**config.mk**
```make
export PLATFORM = sky130hd
export DESIGN_NAME = musa_pc_unit
export DESIGN_NICKNAME = d
export VERILOG_FILES = /design/src/rtl/musa_pc_unit.sv
export SDC_FILE = /design/constraint.sdc
export NUM_CORES = 1
export LEC_CHECK = 0
export CORE_MARGIN = 10
export CORE_UTILIZATION = 51
export DETAILED_ROUTE_END_ITERATION = 12
export GPL_TIMING_DRIVEN = 0
export PLACE_DENSITY = 0.81
export SYNTH_ARGS = -nofsm -noshare
export SYNTH_HDL_FRONTEND = slang
export SYNTH_SLANG_ARGS = --single-unit
```
**constraint.sdc**
```tcl
create_clock -name clk -period 7.7 [get_ports clk]
set_clock_uncertainty 0.05 [all_clocks]
set_input_delay 1.54 -clock clk [delete_from_list [all_inputs] [get_ports clk]]
set_output_delay 1.54 -clock clk [all_outputs]
set_load 0.005 [all_outputs]
```
**src/rtl/musa_pc_unit.sv**
```systemverilog
// Program-counter unit for the MUSA core: PC register, increment, jump/branch
// target selection and a hardware call/return stack with a RUN/FAULT FSM.
module musa_pc_unit #(
  parameter int                ADDR_W      = 18,
  parameter int                STACK_DEPTH = 8,
  parameter logic [ADDR_W-1:0] RESET_PC    = '0
) (
  input  logic                                   clk,
  input  logic                                   rst,
  input  logic                                   en,
  input  logic [2:0]                             op,
  input  logic                                   flag,
  input  logic [ADDR_W-1:0]                      reg_target,
  input  logic [ADDR_W-1:0]                      imm_target,
  input  logic [ADDR_W-1:0]                      brfl_target,
  input  logic                                   fault_clr,
  output logic [ADDR_W-1:0]                      pc,
  output logic [ADDR_W-1:0]                      stack_top,
  output logic [$clog2(STACK_DEPTH+1)-1:0]       stack_count,
  output logic                                   stack_full,
  output logic                                   stack_empty,
  output logic                                   fault,
  output logic [1:0]                             fault_code
);

  localparam int SP_W  = $clog2(STACK_DEPTH + 1);
  localparam int IDX_W = $clog2(STACK_DEPTH);

  localparam logic [SP_W-1:0]   SP_ONE   = SP_W'(1);
  localparam logic [SP_W-1:0]   SP_ZERO  = SP_W'(0);
  localparam logic [SP_W-1:0]   SP_DEPTH = SP_W'(STACK_DEPTH);
  localparam logic [ADDR_W-1:0] PC_ONE   = ADDR_W'(1);

  localparam logic [2:0] OP_SEQ  = 3'd0;
  localparam logic [2:0] OP_JREG = 3'd1;
  localparam logic [2:0] OP_JIMM = 3'd2;
  localparam logic [2:0] OP_BRFL = 3'd3;
  localparam logic [2:0] OP_CALL = 3'd4;
  localparam logic [2:0] OP_RET  = 3'd5;

  localparam logic [1:0] CODE_NONE  = 2'b00;
  localparam logic [1:0] CODE_OVER  = 2'b01;
  localparam logic [1:0] CODE_UNDER = 2'b10;

  typedef enum logic {
    ST_RUN   = 1'b0,
    ST_FAULT = 1'b1
  } state_t;

  state_t              r_state;
  logic [ADDR_W-1:0]   r_pc;
  logic [SP_W-1:0]     r_sp;
  logic [1:0]          r_fault_code;
  logic [ADDR_W-1:0]   r_stack [0:STACK_DEPTH-1];

  state_t              w_state_nxt;
  logic [ADDR_W-1:0]   w_pc_nxt;
  logic [SP_W-1:0]     w_sp_nxt;
  logic [1:0]          w_code_nxt;
  logic                w_push;
  logic                w_full;
  logic                w_empty;
  logic [SP_W-1:0]     w_sp_m1;
  logic [IDX_W-1:0]    w_wr_idx;
  logic [IDX_W-1:0]    w_top_idx;
  logic [ADDR_W-1:0]   w_top;
  logic [ADDR_W-1:0]   w_pc_inc;

  assign w_full    = (r_sp == SP_DEPTH);
  assign w_empty   = (r_sp == SP_ZERO);
  assign w_sp_m1   = r_sp - SP_ONE;
  assign w_wr_idx  = r_sp[IDX_W-1:0];
  assign w_top_idx = w_sp_m1[IDX_W-1:0];
  // Empty stack must read as zero even though popped entries keep old data.
  assign w_top     = w_empty ? '0 : r_stack[w_top_idx];
  assign w_pc_inc  = r_pc + PC_ONE;

  always_comb begin
    w_state_nxt = r_state;
    w_pc_nxt    = r_pc;
    w_sp_nxt    = r_sp;
    w_code_nxt  = r_fault_code;
    w_push      = 1'b0;
    case (r_state)
      ST_RUN: begin
        if (en) begin
          case (op)
            OP_SEQ:  w_pc_nxt = w_pc_inc;
            OP_JREG: w_pc_nxt = reg_target;
            OP_JIMM: w_pc_nxt = imm_target;
            OP_BRFL: w_pc_nxt = flag ? brfl_target : w_pc_inc;
            OP_CALL: begin
              if (!w_full) begin
                w_push   = 1'b1;
                w_pc_nxt = imm_target;
                w_sp_nxt = r_sp + SP_ONE;
              end else begin
                w_state_nxt = ST_FAULT;
                w_code_nxt  = CODE_OVER;
              end
            end
            OP_RET: begin
              if (!w_empty) begin
                w_pc_nxt = w_top + PC_ONE;
                w_sp_nxt = w_sp_m1;
              end else begin
                w_state_nxt = ST_FAULT;
                w_code_nxt  = CODE_UNDER;
              end
            end
            default: w_pc_nxt = r_pc;
          endcase
        end else begin
          w_pc_nxt = r_pc;
        end
      end
      ST_FAULT: begin
        if (fault_clr) begin
          w_state_nxt = ST_RUN;
          w_pc_nxt    = RESET_PC;
          w_sp_nxt    = SP_ZERO;
          w_code_nxt  = CODE_NONE;
        end else begin
          w_state_nxt = ST_FAULT;
        end
      end
      default: begin
        w_state_nxt = ST_FAULT;
        w_code_nxt  = CODE_NONE;
      end
    endcase
  end

  always_ff @(posedge clk or posedge rst) begin
    if (rst) begin
      r_state      <= ST_RUN;
      r_pc         <= RESET_PC;
      r_sp         <= SP_ZERO;
      r_fault_code <= CODE_NONE;
    end else begin
      r_state      <= w_state_nxt;
      r_pc         <= w_pc_nxt;
      r_sp         <= w_sp_nxt;
      r_fault_code <= w_code_nxt;
    end
  end

  // The call address pushed is the PC of the CALL itself; RET resumes at top+1.
  always_ff @(posedge clk or posedge rst) begin
    if (rst) begin
      for (int i = 0; i < STACK_DEPTH; i++) begin
        r_stack[i] <= '0;
      end
    end else if (w_push) begin
      r_stack[w_wr_idx] <= r_pc;
    end
  end

  assign pc          = r_pc;
  assign stack_top   = w_top;
  assign stack_count = r_sp;
  assign stack_full  = w_full;
  assign stack_empty = w_empty;
  assign fault       = (r_state == ST_FAULT);
  assign fault_code  = r_fault_code;

endmodule
```
==> metrics.txt, run 1 <==
# TYPE chip_impl_metric gauge
chip_impl_info{name="status",value="finished, violations left"} 1
chip_impl_info{name="failed_checks",value="max-capacitance violations, max-slew violations"} 1
chip_impl_metric{name="routed_wl",unit="mm"} 27.2
chip_impl_metric{name="final_nets",unit=""} 991
chip_impl_metric{name="dpl.hpwl",unit="mm"} 19.6
chip_impl_metric{name="cts.hold.buffers_added",unit=""} 0
chip_impl_metric{name="total_track_usage",unit=""} 0.223
chip_impl_metric{name="tightestPinTransition",unit="ns"} 1.53
chip_impl_metric{name="std_cell_rows",unit=""} 49
chip_impl_metric{name="drc",unit=""} 0
chip_impl_metric{name="synth_edf_count",unit=""} 0
chip_impl_metric{name="number_of_inserted_filler_cells_in_the_final_layout",unit=""} 1376
chip_impl_metric{name="netlist_instances",unit=""} 802
chip_impl_metric{name="num_antenna_cells",unit=""} 0
chip_impl_metric{name="ys.warnings.count",unit=""} 0
chip_impl_info{name="tritoncts_clock_tree",value="built"} 1
chip_impl_metric{name="cell_area_synth",unit="µm²"} 9320
chip_impl_metric{name="grt_start_max_net_pins",unit=""} 131
chip_impl_info{name="synth_top_cell_by_area",value="dfrtp_1"} 1
chip_impl_metric{name="seq_area_frac_synth",unit=""} 0.454
chip_impl_metric{name="period_share",unit=""} 0.756
chip_impl_metric{name="regArea",unit="µm²"} 4230
chip_impl_metric{name="post_synthesis_async_set_or_reset_flop_share",unit=""} 1.00
chip_impl_metric{name="synth.avg_cell_area",unit="µm²"} 11.6
chip_impl_info{name="critPathLaunchType",value="register"} 1
chip_impl_metric{name="initial_utilization",unit=""} 0.519
chip_impl_metric{name="drive_gt1_frac",unit=""} 0.243
chip_impl_metric{name="clk-insertion-delay-late",unit="ns"} 0.44
chip_impl_metric{name="firstDrtPassIters",unit=""} 7
chip_impl_metric{name="ant_nets",unit=""} 0
chip_impl_metric{name="core_area",unit="µm²"} 18000
chip_impl_metric{name="ir_drop",unit="mV"} 0.155
chip_impl_metric{name="layoutNonFillerInstCount",unit=""} 1167
chip_impl_info{name="timing.setup.critical_path_class",value="reg -> out"} 1
chip_impl_metric{name="arrival",unit="ns"} 4.23
chip_impl_metric{name="whs",unit="ns"} 0.441
chip_impl_info{name="unrepaired_setup_endpoints_after_global_routing",value="false"} 1
chip_impl_info{name="synth_top_cells_by_area",value="dfrtp_1, mux2_2, mux4_2"} 1
chip_impl_info{name="ys_dominant_reg_cell",value="dfrtp_1"} 1
chip_impl_metric{name="switching_power_summed_over_all_nets",unit="µW"} 1190
chip_impl_metric{name="cts.clk_slew.worst_paths",unit="ns"} 0.07
chip_impl_metric{name="total_power_divided_by_cell_area",unit="nW/µm²"} 313
chip_impl_metric{name="first_global_vias",unit=""} 7564
chip_impl_metric{name="routed-via-count",unit=""} 7373
chip_impl_metric{name="ys_types",unit=""} 67
chip_impl_metric{name="wire_length_of_the_first_global_routing_pass",unit="mm"} 42.4
chip_impl_metric{name="vias_per_inst",unit=""} 6.32
chip_impl_metric{name="syn2layout_area_growth",unit="%"} 21.2
chip_impl_info{name="clock_tree.root_cell",value="clkbuf_16"} 1
chip_impl_metric{name="max_freq",unit="GHz"} 0.172
chip_impl_metric{name="pwr-share-comb",unit=""} 0.377
chip_impl_metric{name="p_int",unit="µW"} 2340
chip_impl_metric{name="initial_antenna_violation_count",unit=""} 0
chip_impl_metric{name="postSynthNetCount",unit=""} 868
chip_impl_metric{name="worstPathRequired",unit="ns"} 6.11
chip_impl_metric{name="multi_input_area",unit="µm²"} 4710
chip_impl_info{name="setup.worst_path.end_class",value="output port"} 1
chip_impl_metric{name="power.share.clock",unit=""} 0.251
chip_impl_metric{name="overflow",unit=""} 0
chip_impl_metric{name="cts_repair_resize_count",unit=""} 0
chip_impl_metric{name="detail_route.iter0.violations",unit=""} 729
chip_impl_metric{name="clock_sinks",unit=""} 169
chip_impl_metric{name="die_y",unit="µm"} 155
chip_impl_metric{name="post-cts-setup-buffers",unit=""} 0
chip_impl_metric{name="ff2ff_path_depth",unit=""} 18
chip_impl_metric{name="p_leak",unit="µW"} 0.00494
chip_impl_metric{name="portBuffers",unit=""} 103
chip_impl_info{name="hold_class",value="reg -> reg"} 1
chip_impl_metric{name="timing.final.max_slew_violations",unit=""} 10
chip_impl_metric{name="chipWidth",unit="µm"} 155
chip_impl_metric{name="cts_max_level",unit=""} 4
chip_impl_metric{name="worst-path-max-fanout",unit=""} 10
chip_impl_metric{name="netlist.area_leader.share",unit=""} 0.454
chip_impl_metric{name="worst_slew_margin_rel",unit=""} -0.0198
chip_impl_metric{name="dp_cells",unit=""} 1135
chip_impl_metric{name="min_period",unit="ns"} 5.82
chip_impl_metric{name="numCtsBuffers",unit=""} 17
chip_impl_metric{name="hold_path_depth",unit=""} 2
chip_impl_info{name="commonest_non_fill_non_tap_cell_in_the_layout",value="dfrtp_1"} 1
chip_impl_metric{name="drv.max_cap_violation_count",unit=""} 1
chip_impl_metric{name="switching_share",unit=""} 0.337
chip_impl_metric{name="die_area",unit="µm²"} 24100
chip_impl_metric{name="sequentialPowerShare",unit=""} 0.371
chip_impl_metric{name="finalHoldViolations",unit=""} 0
chip_impl_metric{name="synth.ff_latch_count",unit=""} 169
chip_impl_metric{name="setup-violations-final",unit=""} 0
chip_impl_metric{name="design_power_total",unit="µW"} 3540
chip_impl_metric{name="timing.setup.tns",unit="ns"} 0
chip_impl_metric{name="clock_tree.buffer_depth",unit=""} 2
chip_impl_metric{name="gp_congestion",unit=""} 1.01
chip_impl_metric{name="routed_wire_length_per_instance",unit="µm"} 23.3
chip_impl_info{name="layout_common_cells",value="dfrtp_1, mux2_2, clkdlybuf4s50_1, nand2_1, clkbuf_1"} 1
chip_impl_metric{name="count_of_pins_on_the_block_boundary",unit=""} 107
-- per-layer routing --
layer / share of wire / GRT usage
met5: 0 / 0
met3: 0.083 / 0.0596
met2: 0.47 / 0.358
met1: 0.41 / 0.272
met4: 0.039 / 0.108
-- cell usage after synthesis, types with 5 or more instances --
| library cell | instances |
|---|---|
| dfrtp_1 | 169 |
| buf_4 | 5 |
| nand2b_1 | 5 |
| mux4_2 | 32 |
| a222oi_1 | 5 |
| o21ai_0 | 37 |
| o211ai_1 | 8 |
| o22ai_1 | 5 |
| inv_1 | 16 |
| nor2b_1 | 5 |
| buf_2 | 8 |
| xnor2_1 | 20 |
| xor2_1 | 12 |
| nor2_1 | 25 |
| a21oi_1 | 39 |
| nand3_1 | 24 |
| and4_1 | 5 |
| clkbuf_1 | 46 |
| a31oi_1 | 9 |
| nor3_1 | 7 |
| nand4_1 | 8 |
| a21o_1 | 6 |
| mux2_2 | 136 |
| nand2_1 | 69 |
| a22o_1 | 13 |
| o21a_1 | 8 |
-- registers in the layout, summed over array words and instances, names as in the netlist --
| name | count |
|---|---|
| stack_count | 4 |
| fault_code | 2 |
| pc | 18 |
| r_stack | 144 |
| fault | 1 |
-- metrics by stage --
step / instance area, µm² / utilization / setup WS, ns
2_1_floorplan: 9320 / - / 1.53
3_3_place_gp: 10600 / 0.592 / -0.663
3_5_place_dp: 10700 / 0.594 / 2.57
4_1_cts: 11300 / 0.629 / 2.05
5_1_grt: 11300 / 0.629 / 1.83
6_report: 11300 / 0.629 / 1.88
-- area by class of cell --
class | instances | share of cell area
multi-input cells | 551 | 0.417
flip-flops and latches | 169 | 0.374
repair buffers | 104 | 0.0937
clock buffers | 20 | 0.0413
plain buffers | 65 | 0.0284
well taps | 229 | 0.0254
clock inverters | 12 | 0.0136
inverters | 17 | 0.00631
-- kinds of logic (layout without fill, tap and decap cells) --
logic type	Yosys count	count (layout)	synth area share
muxes	179	179	0.261
DFF	169	169	0.454
and+or+nand+nor	169	169	0.0883
AOI/OAI and AO/OA	166	166	0.119
buffers and inverters	82	218	0.0412
xor gates and xnor gates	33	33	0.0318
adders and majority gates	4	4	0.00537
-- worst max-delay path, cell delays in order (launching register included) --
cell             delay [ns]
dfrtp_1                0.43
buf_6                  0.17
buf_12                 0.15
buf_12                 0.15
buf_4                  0.19
inv_1                  0.10
ha_1                   0.15
buf_2                  0.21
nor3b_1                1.22
a21oi_1                0.43
clkdlybuf4s50_1        0.58
-- final timing paths --
| path | from | slack, ns | end |
|---|---|---|---|
| setup / recovery | stack_count[0]$_DFFE_PP0P_ | 1.88 | stack_top[12] |
| setup reg to reg | stack_count[0]$_DFFE_PP0P_ | 2.80 | pc[14]$_DFFE_PP0P_ |
| hold / removal | r_stack[20]$_DFFE_PP0P_ | 0.44 | r_stack[20]$_DFFE_PP0P_ |
| max in group asynchronous | rst | 5.23 | pc[5]$_DFFE_PP0P_ |
| hold reg to reg | r_stack[20]$_DFFE_PP0P_ | 0.44 | r_stack[20]$_DFFE_PP0P_ |
| min in group asynchronous | rst | 1.43 | r_stack[16]$_DFFE_PP0P_ |
-- power groups by stage --
stage | Sequential (µW) | Combinational (µW) | Clock, µW
3_3_place_gp | 1300 | 1290 | 0
4_1_cts | 1310 | 1330 | 897
3_5_place_dp | 1320 | 1310 | 0
6_report | 1310 | 1330 | 889
5_1_grt | 1340 | 1430 | 937
2_1_floorplan | 1270 | 859 | 0
(Power assumes the default switching activity.)
==> run 2, diff against run 1 <==
--- a/config.mk
+++ b/config.mk
@@ -9,7 +9,7 @@
 export CORE_UTILIZATION = 51
 export DETAILED_ROUTE_END_ITERATION = 12
 export GPL_TIMING_DRIVEN = 0
-export PLACE_DENSITY = 0.81
+export PLACE_DENSITY = 0.83
 export SYNTH_ARGS = -nofsm -noshare
 export SYNTH_HDL_FRONTEND = slang
 export SYNTH_SLANG_ARGS = --single-unit
==> constraint.sdc (replaced) <==
create_clock -name clk -period 4.86 [get_ports clk]
set_clock_uncertainty 0.05 [all_clocks]
set_input_delay 0.972 -clock clk [delete_from_list [all_inputs] [get_ports clk]]
set_output_delay 0.972 -clock clk [all_outputs]
set_load 0.005 [all_outputs]
==> metrics.txt, run 2 (synthesized netlist as in run 1, its figures left out) <==
# TYPE chip_impl_metric gauge
chip_impl_info{name="status",value="finished clean"} 1
chip_impl_metric{name="total_track_usage",unit=""} 0.229
chip_impl_metric{name="worst_slew_margin_rel",unit=""} 0.312
chip_impl_info{name="timing.setup.critical_path_class",value="reg -> out"} 1
chip_impl_metric{name="total_power_divided_by_cell_area",unit="nW/µm²"} 500
chip_impl_metric{name="chipWidth",unit="µm"} 155
chip_impl_metric{name="finalWorstSetupSlack",unit="ns"} 0.114
chip_impl_metric{name="cts.clk_slew.worst_paths",unit="ns"} 0.07
chip_impl_metric{name="initial_utilization",unit=""} 0.519
chip_impl_metric{name="core_area",unit="µm²"} 18000
chip_impl_info{name="reg2reg_from",value="stack_count[0]$_DFFE_PP0P_"} 1
chip_impl_metric{name="drv.max_cap_violation_count",unit=""} 0
chip_impl_metric{name="clock_tree.buffer_depth",unit=""} 2
chip_impl_metric{name="finalHoldViolations",unit=""} 0
chip_impl_info{name="setup.worst_path.end_class",value="output port"} 1
chip_impl_info{name="max_flop_register",value="r_stack"} 1
chip_impl_metric{name="ff2ff_path_depth",unit=""} 18
chip_impl_metric{name="number_of_inserted_filler_cells_in_the_final_layout",unit=""} 1296
chip_impl_metric{name="whs",unit="ns"} 0.451
chip_impl_metric{name="portBuffers",unit=""} 103
chip_impl_info{name="clock_tree.root_cell",value="clkbuf_16"} 1
chip_impl_metric{name="routed-via-count",unit=""} 7470
chip_impl_metric{name="detail_route.iter0.violations",unit=""} 651
chip_impl_metric{name="clock_sinks",unit=""} 169
chip_impl_metric{name="grt_start_max_net_pins",unit=""} 44
chip_impl_metric{name="count_of_pins_on_the_block_boundary",unit=""} 107
chip_impl_metric{name="dpl.hpwl",unit="mm"} 20.3
chip_impl_metric{name="p_leak",unit="µW"} 0.00500
chip_impl_metric{name="worstPathRequired",unit="ns"} 3.84
chip_impl_metric{name="regArea",unit="µm²"} 4230
chip_impl_info{name="critPathLaunchType",value="register"} 1
chip_impl_metric{name="ir_drop",unit="mV"} 0.217
chip_impl_metric{name="initial_antenna_violation_count",unit=""} 0
chip_impl_info{name="hold_path.startpoint",value="r_stack[43]$_DFFE_PP0P_"} 1
chip_impl_metric{name="place_ws",unit="ns"} 0.0907
chip_impl_metric{name="final_nets",unit=""} 996
chip_impl_metric{name="final_util",unit=""} 0.635
chip_impl_metric{name="worst-path-max-fanout",unit=""} 10
chip_impl_metric{name="timing.final.max_slew_violations",unit=""} 0
chip_impl_metric{name="overflow",unit=""} 0
chip_impl_metric{name="routed_wire_length_per_instance",unit="µm"} 24.0
chip_impl_metric{name="first_global_vias",unit=""} 7460
chip_impl_metric{name="period_share",unit=""} 0.977
chip_impl_metric{name="gp_congestion",unit=""} 0.970
chip_impl_metric{name="cts.hold.buffers_added",unit=""} 0
chip_impl_info{name="hold_class",value="reg -> reg"} 1
chip_impl_metric{name="drive_gt1_frac",unit=""} 0.257
chip_impl_metric{name="largest_register_ffs",unit=""} 144
chip_impl_metric{name="setup-violations-final",unit=""} 0
chip_impl_metric{name="hold_path_depth",unit=""} 1
chip_impl_info{name="tritoncts_clock_tree",value="built"} 1
chip_impl_metric{name="syn2layout_area_growth",unit="%"} 22.4
chip_impl_metric{name="routed_wl",unit="mm"} 28.2
chip_impl_metric{name="std_cell_rows",unit=""} 49
chip_impl_metric{name="ant_nets",unit=""} 0
chip_impl_metric{name="timing.setup.tns",unit="ns"} 0
chip_impl_metric{name="min_period",unit="ns"} 4.75
chip_impl_metric{name="num_antenna_cells",unit=""} 0
chip_impl_info{name="layout_common_cells",value="dfrtp_1, mux2_2, clkdlybuf4s50_1, nand2_1, clkbuf_1"} 1
chip_impl_info{name="critPathLaunch",value="stack_count[0]$_DFFE_PP0P_"} 1
chip_impl_metric{name="tightestPinTransition",unit="ns"} 1.03
chip_impl_metric{name="die_y",unit="µm"} 155
chip_impl_metric{name="max_freq",unit="GHz"} 0.211
chip_impl_metric{name="vias_per_inst",unit=""} 6.37
chip_impl_metric{name="cts_max_level",unit=""} 4
chip_impl_metric{name="numCtsBuffers",unit=""} 17
chip_impl_metric{name="arrival",unit="ns"} 3.72
chip_impl_metric{name="clk-insertion-delay-late",unit="ns"} 0.43
chip_impl_metric{name="multi_input_area",unit="µm²"} 4740
chip_impl_info{name="commonest_non_fill_non_tap_cell_in_the_layout",value="dfrtp_1"} 1
chip_impl_metric{name="firstDrtPassIters",unit=""} 7
chip_impl_metric{name="wire_length_of_the_first_global_routing_pass",unit="mm"} 43.4
chip_impl_metric{name="die_area",unit="µm²"} 24100
chip_impl_metric{name="drc",unit=""} 0
chip_impl_info{name="unrepaired_setup_endpoints_after_global_routing",value="false"} 1
[run 2: what timing repair did]
item,CTS,global route
gates cloned,0,0
resized for setup,8,9
pin swaps,0,2
setup endpoints to repair,11,19
setup buffers,0,2
[run 2: layout make-up]
cell class / instances / share of cell area
buffer: 65 / 0.0295
clock buffer: 18 / 0.0376
clock inverter: 14 / 0.0167
inverter: 17 / 0.00592
multi-input combinational: 551 / 0.416
sequential: 169 / 0.371
tap: 229 / 0.0251
timing repair buffer: 109 / 0.0989
[run 2: path summary, 6_finish.rpt]
kind / slack (ns) / end
max: 0.11 / stack_top[17]
min: 0.45 / r_stack[43]$_DFFE_PP0P_
max reg2reg: 0.63 / pc[14]$_DFFE_PP0P_
min reg2reg: 0.45 / r_stack[43]$_DFFE_PP0P_
max in group asynchronous: 2.93 / r_stack[94]$_DFFE_PP0P_
min in group asynchronous: 0.94 / r_stack[104]$_DFFE_PP0P_
[run 2: per-stage QoR]
stage	power [µW]	area, µm²	instances
2_1_floorplan	3370	9330	802
3_3_place_gp	4110	10600	1134
3_5_place_dp	4190	10700	1138
4_1_cts	5660	11400	1170
5_1_grt	5950	11400	1172
6_report	5710	11400	1172
[run 2: where the power goes]
group | switching [µW] | internal, µW | total [µW]
clock | 596 | 824 | 1420
sequential | 284 | 1810 | 2100
combinational | 1070 | 1120 | 2190
[run 2: layer usage]
| layer | up-vias | track usage | share of wire |
|---|---|---|---|
| met1 | 3730 | 0.293 | 0.41 |
| met4 | 0 | 0.0967 | 0.032 |
| met2 | 411 | 0.374 | 0.48 |
| met3 | 73 | 0.0397 | 0.077 |
| li1 | 3256 | - | - |
| met5 | - | 0 | 0 |
[run 2: critical path, cell delays in order (launching register included)]
cell and delay, ns:
dfrtp_2 0.41, buf_6 0.17, buf_12 0.16, buf_12 0.16
buf_4 0.22, inv_1 0.10, ha_1 0.20, buf_2 0.17
xnor2_2 0.17, buf_2 0.28, clkbuf_4 0.29, nand2_1 0.09
a21oi_1 0.29, clkdlybuf4s50_1 0.58
==> run 3, diff against run 2 <==
--- a/config.mk
+++ b/config.mk
@@ -9,7 +9,7 @@
 export CORE_UTILIZATION = 51
 export DETAILED_ROUTE_END_ITERATION = 12
 export GPL_TIMING_DRIVEN = 0
-export PLACE_DENSITY = 0.83
+export PLACE_DENSITY = 0.81
 export SYNTH_ARGS = -nofsm -noshare
 export SYNTH_HDL_FRONTEND = slang
 export SYNTH_SLANG_ARGS = --single-unit
==> constraint.sdc (replaced) <==
create_clock -name clk -period 4.85 [get_ports clk]
set_clock_uncertainty 0.05 [all_clocks]
set_input_delay 0.97 -clock clk [delete_from_list [all_inputs] [get_ports clk]]
set_output_delay 0.97 -clock clk [all_outputs]
set_load 0.005 [all_outputs]
==> metrics.txt, run 3 (synthesized netlist as in run 1, its figures left out) <==
# TYPE chip_impl_metric gauge
chip_impl_metric{name="place_ws",unit="ns"} 0.0356
chip_impl_info{name="commonest_non_fill_non_tap_cell_in_the_layout",value="dfrtp_1"} 1
chip_impl_info{name="layout_common_cells",value="dfrtp_1, mux2_2, clkdlybuf4s50_1, nand2_1, clkbuf_1"} 1
chip_impl_info{name="cp_top_family",value="buffers and inverters"} 1
chip_impl_metric{name="layoutNonFillerInstCount",unit=""} 1172
chip_impl_info{name="max_flop_register",value="r_stack"} 1
chip_impl_info{name="clock_tree.root_cell",value="clkbuf_16"} 1
chip_impl_metric{name="critical_path.n_buffers_inverters",unit=""} 9
chip_impl_info{name="timing.setup.critical_path_class",value="reg -> out"} 1
chip_impl_metric{name="total_track_usage",unit=""} 0.226
chip_impl_metric{name="wire_length_of_the_first_global_routing_pass",unit="mm"} 43.2
chip_impl_metric{name="finalHoldViolations",unit=""} 0
chip_impl_metric{name="cts.clk_slew.worst_paths",unit="ns"} 0.06
chip_impl_metric{name="cts.hold.buffers_added",unit=""} 0
chip_impl_metric{name="final_design_area_no_fill",unit="µm²"} 11400
chip_impl_metric{name="worstPathRequired",unit="ns"} 3.83
chip_impl_metric{name="total_power_divided_by_cell_area",unit="nW/µm²"} 503
chip_impl_metric{name="finalWorstSetupSlack",unit="ns"} 0.0703
chip_impl_metric{name="clock_sinks",unit=""} 169
chip_impl_info{name="critPathLaunchType",value="register"} 1
chip_impl_metric{name="setup-violations-final",unit=""} 0
chip_impl_metric{name="clk-insertion-delay-late",unit="ns"} 0.44
chip_impl_metric{name="routed-via-count",unit=""} 7471
chip_impl_metric{name="firstDrtPassIters",unit=""} 5
chip_impl_metric{name="min_period",unit="ns"} 4.78
chip_impl_metric{name="die_y",unit="µm"} 155
chip_impl_metric{name="drv.max_cap_violation_count",unit=""} 0
chip_impl_metric{name="vias_per_inst",unit=""} 6.37
chip_impl_info{name="cpMaxStageDelayCell",value="clkdlybuf4s50_1"} 1
chip_impl_metric{name="ir_drop",unit="mV"} 0.241
chip_impl_metric{name="largest_incremental_delay_on_the_critical_path",unit="ns"} 0.57
chip_impl_metric{name="num_antenna_cells",unit=""} 0
chip_impl_metric{name="arrival",unit="ns"} 3.76
chip_impl_metric{name="timing.final.max_slew_violations",unit=""} 0
chip_impl_metric{name="cts_max_level",unit=""} 4
chip_impl_metric{name="whs",unit="ns"} 0.431
chip_impl_metric{name="numCtsBuffers",unit=""} 17
chip_impl_metric{name="initial_utilization",unit=""} 0.519
chip_impl_info{name="status",value="finished clean"} 1
chip_impl_metric{name="first_global_vias",unit=""} 7691
chip_impl_metric{name="chipWidth",unit="µm"} 155
chip_impl_metric{name="clock_tree.buffer_depth",unit=""} 2
chip_impl_metric{name="tightestPinTransition",unit="ns"} 0.973
chip_impl_metric{name="grt_start_max_net_pins",unit=""} 42
chip_impl_metric{name="routed_wire_length_per_instance",unit="µm"} 23.7
chip_impl_metric{name="period_share",unit=""} 0.985
chip_impl_metric{name="initial_antenna_violation_count",unit=""} 0
chip_impl_metric{name="dpl.hpwl",unit="mm"} 20.0
chip_impl_info{name="tritoncts_clock_tree",value="built"} 1
chip_impl_metric{name="dp_cells",unit=""} 1138
chip_impl_metric{name="ant_nets",unit=""} 0
chip_impl_metric{name="drc",unit=""} 0
chip_impl_metric{name="gp_congestion",unit=""} 1.01
chip_impl_metric{name="routed_wl",unit="mm"} 27.8
chip_impl_info{name="setup.worst_path.end_class",value="output port"} 1
chip_impl_metric{name="drive_gt1_frac",unit=""} 0.257
chip_impl_metric{name="number_of_inserted_filler_cells_in_the_final_layout",unit=""} 1307
chip_impl_info{name="timing.critical_path.cells",value="buf_6 > buf_12 > buf_12 > buf_4 > inv_1 > ha_1 > buf_2 > xnor2_2 > buf_2 > buf_2 > nand2_1 > a21oi_1 > clkdlybuf4s50_1"} 1
chip_impl_metric{name="die_area",unit="µm²"} 24100
chip_impl_metric{name="worst-path-max-fanout",unit=""} 10
chip_impl_metric{name="post_dp_cell_area",unit="µm²"} 10700
chip_impl_info{name="hold_class",value="reg -> reg"} 1
chip_impl_metric{name="final_nets",unit=""} 996
chip_impl_metric{name="core_area",unit="µm²"} 18000
chip_impl_metric{name="largest_register_ffs",unit=""} 144
chip_impl_metric{name="detail_route.iter0.violations",unit=""} 687
chip_impl_metric{name="p_leak",unit="µW"} 0.00499
chip_impl_metric{name="syn2layout_area_growth",unit="%"} 22.6
chip_impl_metric{name="max_freq",unit="GHz"} 0.209
chip_impl_info{name="crit_path_frequent_cell",value="buf_2"} 1
chip_impl_metric{name="count_of_pins_on_the_block_boundary",unit=""} 107
chip_impl_metric{name="overflow",unit=""} 0
chip_impl_metric{name="std_cell_rows",unit=""} 49
chip_impl_metric{name="portBuffers",unit=""} 103
chip_impl_metric{name="worst_slew_margin_rel",unit=""} 0.349
## run 3: cell type report
cell class | count | area, µm² | share of cell area
Timing Repair Buffer | 109 | 1130 | 0.0985
Sequential cell | 169 | 4230 | 0.370
Multi-Input combinational cell | 551 | 4750 | 0.415
Buffer | 65 | 339 | 0.0297
Inverter | 17 | 67.6 | 0.00591
Clock buffer | 18 | 429 | 0.0375
Clock inverter | 14 | 205 | 0.0180
Tap cell | 229 | 287 | 0.0251
## run 3: power by group
| group | leakage [µW] | internal, µW | total (µW) | switching, µW |
|---|---|---|---|---|
| sequential | 0.00224 | 1820 | 2090 | 274 |
| combinational | 0.00244 | 1120 | 2200 | 1070 |
| clock | 0.000309 | 875 | 1470 | 592 |
| total | 0.00499 | 3820 | 5750 | 1940 |
## run 3: final timing paths
| check | from | end | slack, ns | cells past startpoint |
|---|---|---|---|---|
| hold reg to reg | r_stack[128]$_DFFE_PP0P_ | r_stack[128]$_DFFE_PP0P_ | 0.43 | 2 |
| max in group asynchronous | rst | r_stack[116]$_DFFE_PP0P_ | 2.69 | 5 |
| min in group asynchronous | rst | r_stack[70]$_DFFE_PP0P_ | 0.94 | 2 |
| setup reg to reg | stack_count[0]$_DFFE_PP0P_ | pc[14]$_DFFE_PP0P_ | 0.44 | 18 |
| hold / removal | r_stack[128]$_DFFE_PP0P_ | r_stack[128]$_DFFE_PP0P_ | 0.43 | 2 |
| setup / recovery | stack_count[0]$_DFFE_PP0P_ | stack_top[17] | 0.07 | 13 |
## run 3: per-stage QoR
step / setup TNS, ns / utilization / total power, µW
3_5_place_dp: 0 / 0.597 / 4190
3_3_place_gp: 0 / 0.592 / 4110
5_1_grt: -0.0127 / 0.636 / 6000
4_1_cts: 0 / 0.633 / 5690
2_1_floorplan: 0 / - / 3370
6_report: 0 / 0.636 / 5750
## run 3: worst min-delay path: cells and delay by family (launching register included)
| kind | cells | cell delay (ns) |
|---|---|---|
| compound gates | 1 | 0.06 |
| flops | 1 | 0.34 |
| simple gates | 1 | 0.04 |
## run 3: what timing repair did
item | CTS | global route
cloned | 0 | 0
resized for setup | 5 | 11
endpoints found under the setup margin | 10 | 20
setup buffers | 0 | 2
pin swaps | 1 | 0
## run 3: per-layer routing
layer  vias up  share of wire  GRT usage
met5         -              0          0
li1       3241              -          -
met2       431           0.48      0.377
met4         0          0.039      0.102
met3        93          0.085     0.0480
met1      3706           0.40      0.277
==> RTL change 1, RTL diff (flow settings as in run 2) <==
Put one more register stage on the output `fault_code`, cleared by the reset. The value now appears one clock later. The other outputs are not delayed to match.
--- a/src/rtl/musa_pc_unit.sv
+++ b/src/rtl/musa_pc_unit.sv
@@ -162,6 +162,12 @@
   assign stack_full  = w_full;
   assign stack_empty = w_empty;
   assign fault       = (r_state == ST_FAULT);
-  assign fault_code  = r_fault_code;
+  always_ff @(posedge clk or posedge rst) begin
+    if (rst) begin
+      fault_code <= '0;
+    end else begin
+      fault_code <= r_fault_code;
+    end
+  end
 
 endmodule
Behaviour: not the same (a bounded check fails within 4 cycles, from zero or initial values and one cycle with rst high).
==> RTL change 1 against run 2 <==
- count of clock-buffer cells in the layout did not move
- largest power group unchanged
- final area rose by 1.0%
- worst hold slack got worse by 0.12 ns
- area after synthesis rose by 1.8%
- setup slack got worse by 0.035 ns
- total power rose by 20%
- sequential cell count rose by 2
- wire length rose by 2.1%
- largest cell class unchanged
==> RTL change 1: results (changes against run 2) <==
[sta]
maxSlewHeadroom=0.245  ; -0.0673
hold_slack_ns=0.333  ; -0.118 ns

[pwr]
p_leak_nw=5.04  ; +0.81%
pwr-share-seq=0.322  ; -0.045
irDropWorstVdd_v=0.000400  ; +84%
pg_comb_w=0.00328  ; +50%
p_sw_frac=0.400  ; +0.0585

[logic_synthesis]
yosysSeqAreaShare=0.451  ; -0.00292
ys.flop_type=dfrtp_1
ys_types=59  ; -12%
yosysWarnings=0  ; unchanged
synthTopCellsByArea=dfrtp_1 (45%), mux2_2 (17%), mux4_2 (5.9%), nand2_1 (3.6%), o21ai_0 (3.0%)
synth_nets=955  ; +10%
synth_common_cells=dfrtp_1 (171), mux2_2 (144), nand2_1 (90), clkbuf_1 (57), o21ai_0 (57)

[hold_path]
whs_endpoint=fault_code[0]$_DFF_PP0_
hold_class=reg2reg
worstHoldStart=r_fault_code[0]$_DFFE_PP0P_
hold_depth=0  ; -1

[worst_setup_path]
rrSetupSlack_ns=0.67  ; +0.04 ns
startpoint=stack_count[0]$_DFFE_PP0P_
crit_fanout=10  ; unchanged
crit_arrival_ns=3.76  ; +0.04 ns
r2r-end=pc[11]$_DFFE_PP0P_
rr_worst_depth=11  ; -7

[final_layout]
fill_cells=1377  ; +6.3%
fin_nets=1079  ; +8.3%
largest_reg_flops=144  ; unchanged
n_antenna_cell=0  ; unchanged
drive_gt1_frac=0.231  ; -0.0256

[route]
firstDrtPassIters=5  ; -2
drtIter0Drc=692  ; +6.3%
wl_um=28700  ; +2.1%
vias=7918  ; +6.0%

[grt]
grt_max_degree=44  ; unchanged
grt_first_pass_wirelength_um=45300  ; +4.3%
grt_pass1_vias=8151  ; +9.3%
grt_use_total=0.236  ; +0.00702

[clocking]
cts_setup_buffers=0  ; unchanged
postCtsResizedCells=4  ; -4
root_buffer=clkbuf_16
clk_latency_ns=0.44

[outcome]
status=completed

[placed_design]
place_area_mm2=0.0109  ; +1.7%
io_buffers=104  ; +0.97%
place.gp.congestion=0.965  ; -0.48%
hpwl_um=21200  ; +4.3%

[RTL change 1: changes by cell type after synthesis, moves of 11 or more]
cell	change
nand2_1	+21
a22o_1	-12
mux2i_1	+13
clkbuf_1	+11
o21ai_0	+20
nand3_1	+16
[RTL change 1: worst max path at each step]
stage / endpoint / slack (ns) / cells after the start
6_report: stack_top[8] / 0.08 / 10
5_1_grt: stack_top[8] / 0.01 / 10
4_1_cts: stack_top[8] / 0.02 / 10
3_5_place_dp: stack_top[0] / 0.29 / 7
3_3_place_gp: r_stack[78]$_DFFE_PP0P_ / 0.26 / 9
2_1_floorplan: stack_top[11] / 1.49 / 9
[RTL change 1: through the flow]
stage	total power (W)	std cells	worst slack [ns]
after floorplan	0.00411	889	1.49
after global placement	0.00529	1222	0.265
after detailed placement	0.00541	1226	0.286
after CTS	0.00679	1257	0.0208
after global routing	0.00718	1255	0.00985
final	0.00683	1255	0.0795
[RTL change 1: final cells by class]
type / instances / area, µm² / area share
Buffer: 71 / 300 / 0.0260
Clock buffer: 18 / 439 / 0.0381
Clock inverter: 14 / 155 / 0.0135
Inverter: 22 / 86.3 / 0.00749
Multi-Input combinational cell: 622 / 4860 / 0.421
Sequential cell: 171 / 4280 / 0.371
Tap cell: 229 / 287 / 0.0249
Timing Repair Buffer: 108 / 1120 / 0.0972
[RTL change 1: kinds of logic after synthesis]
logic type	count (synthesis)	synth area share
multiplexers	186	0.248
adder cells (fa/ha/maj)	4	0.00527
flip-flops	171	0.451
AO/OA/AOI/OAI	171	0.111
XOR/XNOR	30	0.0277
AND/OR/NAND/NOR	231	0.116
buffers and inverters	96	0.0409
[RTL change 1: layer usage]
metal	global-route usage	vias to the layer above	wire, µm
met1	0.283	3898	11300
met3	0.0537	95	2400
met5	0	-	0
met2	0.397	433	13900
met4	0.105	0	1130
li1	-	3492	-
==> RTL change 2, RTL diff (settings of run 2) <==
Made on the original files. `STACK_DEPTH`: 8 -> 4.
--- a/src/rtl/musa_pc_unit.sv
+++ b/src/rtl/musa_pc_unit.sv
@@ -2,7 +2,7 @@
 // target selection and a hardware call/return stack with a RUN/FAULT FSM.
 module musa_pc_unit #(
   parameter int                ADDR_W      = 18,
-  parameter int                STACK_DEPTH = 8,
+  parameter int                STACK_DEPTH = 4,
   parameter logic [ADDR_W-1:0] RESET_PC    = '0
 ) (
   input  logic                                   clk,
Ports: changed (resized stack_count); port bits go from 107 to 106. The function was not compared with the original's and may differ.
==> RTL change 2 against run 2 <==
- setup slack improved by 0.083 ns
- global-route usage up 2.0 points
- core utilization up 2.9 points
- wire length decreased by 25%
- sequential cell count fell by 73
- non-clock buffer count decreased by 20
- final area down 33%
- area after synthesis down 35%
- via count fell by 27%
- total power fell by 23%
- largest power group unchanged
==> RTL change 2: results (changes against run 2) <==
[clocking]
htree_levels=3  ; -1
clk_latency_ns=0.35  ; -0.08 ns
cts_buffers=9  ; -8
cts_setup_buffers=0  ; unchanged
clock_path_buffers=2  ; unchanged
clk_pin_slew_ns=0.07  ; about the same
postCtsResizedCells=0  ; -8

[route]
avgRoutedWirePerCell_um=23.7  ; -1.2%
viasPerCell=6.18  ; -3.1%
drtIter0Drc=635  ; -2.5%
firstDrtPassIters=6  ; -1

[grt]
grt_antenna_before_repair=0  ; unchanged
grt_use_total=0.249  ; +0.0204
grt_pass1_vias=5597  ; -25%
grt_first_pass_wirelength_um=32200  ; -26%
grt_max_degree=70  ; +59%

[pwr]
p_sw_w=0.00163  ; -17%
p_leak_nw=3.26  ; -35%
irDropWorstVdd_v=0.000295  ; +36%

[final_layout]
fin_nets=808  ; -19%
n_antenna_cell=0  ; unchanged
largest-register=r_stack
fill_cells=889  ; -31%
largest_reg_flops=72  ; -50%
drive_gt1_frac=0.156  ; -0.101

[placed_design]
place.gp.congestion=0.940  ; -3.1%
hpwl_um=15800  ; -22%
io_buffers=103  ; unchanged

[logic_synthesis]
ys_types=57  ; -15%
synth_nets=693  ; -20%
yosysSeqAreaShare=0.395  ; -0.0587
yosysWarnings=0  ; unchanged
async_reset_ff_frac=1.00  ; unchanged
synth_common_cells=dfrtp_1 (96), mux2_2 (68), nand2_1 (64), o21ai_0 (45), nor2_1 (44)
synth_top_area_cell=dfrtp_1
synthTopCellsByArea=dfrtp_1 (39%), mux2_2 (13%), nand2_1 (3.9%), mux4_1 (3.9%), o21ai_0 (3.7%)

[worst_setup_path]
crit_fanout=10  ; unchanged
rr_startpoint=stack_count[0]$_DFFE_PP0P_
critPathMaxStageDelay_ns=0.70  ; +0.12 ns
rrSetupSlack_ns=0.25  ; -0.38 ns
cp_slowest_cell=mux4_1

[outcome]
status=completed

[hold_path]
hold_class=reg2reg
worstHoldStart=r_stack[64]$_DFFE_PP0P_

[sta]
worst_pin_slew_ns=0.937  ; -0.0907 ns

## RTL change 2: cell types whose count changed after synthesis, sizes merged, moves of 7 or more
cell,delta
dfrtp,-73
buf,-10
o21a,-8
o211ai,-8
a21oi,-7
mux4,-19
mux2,-71
nor2,+19
and2,+18
a22o,-12
## RTL change 2: worst max-delay path, delay by kind of cell (launching register included)
family | cells | cell delay [ns]
adders and majority gates | 1 | 0.37
buffers and inverters | 7 | 1.59
DFF | 1 | 0.46
muxes | 1 | 0.70
and+or+nand+nor | 1 | 0.15
## RTL change 2: kinds of logic after synthesis
family,Yosys count,synth area share
flip-flops,96,0.395
AO/OA/AOI/OAI,144,0.149
adder cells (fa/ha/maj),7,0.0144
buffers and inverters,71,0.0498
XOR/XNOR,28,0.0403
AND/OR/NAND/NOR,188,0.149
multiplexers,90,0.203
## RTL change 2: worst paths after layout
path	cells after the start	end
min in group asynchronous	2	r_stack[18]$_DFFE_PP0P_
max	10	stack_top[5]
min reg2reg	2	r_stack[64]$_DFFE_PP0P_
min	2	r_stack[64]$_DFFE_PP0P_
max reg2reg	16	pc[16]$_DFFE_PP0P_
max in group asynchronous	3	pc[15]$_DFFE_PP0P_
## RTL change 2: layout make-up
class	count	area share
Multi-Input combinational cell	457	0.440
Buffer	50	0.0292
Clock buffer	11	0.0329
Tap cell	143	0.0233
Sequential cell	96	0.313
Timing Repair Buffer	104	0.138
Clock inverter	5	0.0140
Inverter	21	0.0106
## RTL change 2: routing by layer
layer / global-route usage / vias up / share of wire
met5: 0 / - / 0
met4: 0.0843 / 0 / 0.021
met3: 0.0612 / 34 / 0.11
met2: 0.412 / 301 / 0.47
met1: 0.312 / 2654 / 0.41
li1: - / 2492 / -
## RTL change 2: power groups by stage
| stage | logic (W) | registers (W) | clock network [W] |
|---|---|---|---|
| floorplan | 0.00129 | 0.00128 | 0 |
| global placement | 0.00207 | 0.00131 | 0 |
| detailed placement | 0.00214 | 0.00135 | 0 |
| CTS | 0.00216 | 0.00134 | 0.000858 |
| global route | 0.00231 | 0.00138 | 0.000890 |
| finish | 0.00217 | 0.00135 | 0.000857 |
## RTL change 2: through the flow
| stage | util | hold WS, ns | instances | setup WS, ns | cell area (µm²) |
|---|---|---|---|---|---|
| global placement | 0.631 | 0.406 | 870 | 0.0305 | 7290 |
| floorplan | - | 0.392 | 624 | 1.11 | 6080 |
| detailed placement | 0.633 | 0.428 | 871 | 0.267 | 7320 |
| finish | 0.664 | 0.447 | 887 | 0.197 | 7680 |
| CTS | 0.664 | 0.449 | 887 | 0.199 | 7680 |
| global route | 0.664 | 0.464 | 887 | 0.0966 | 7680 |
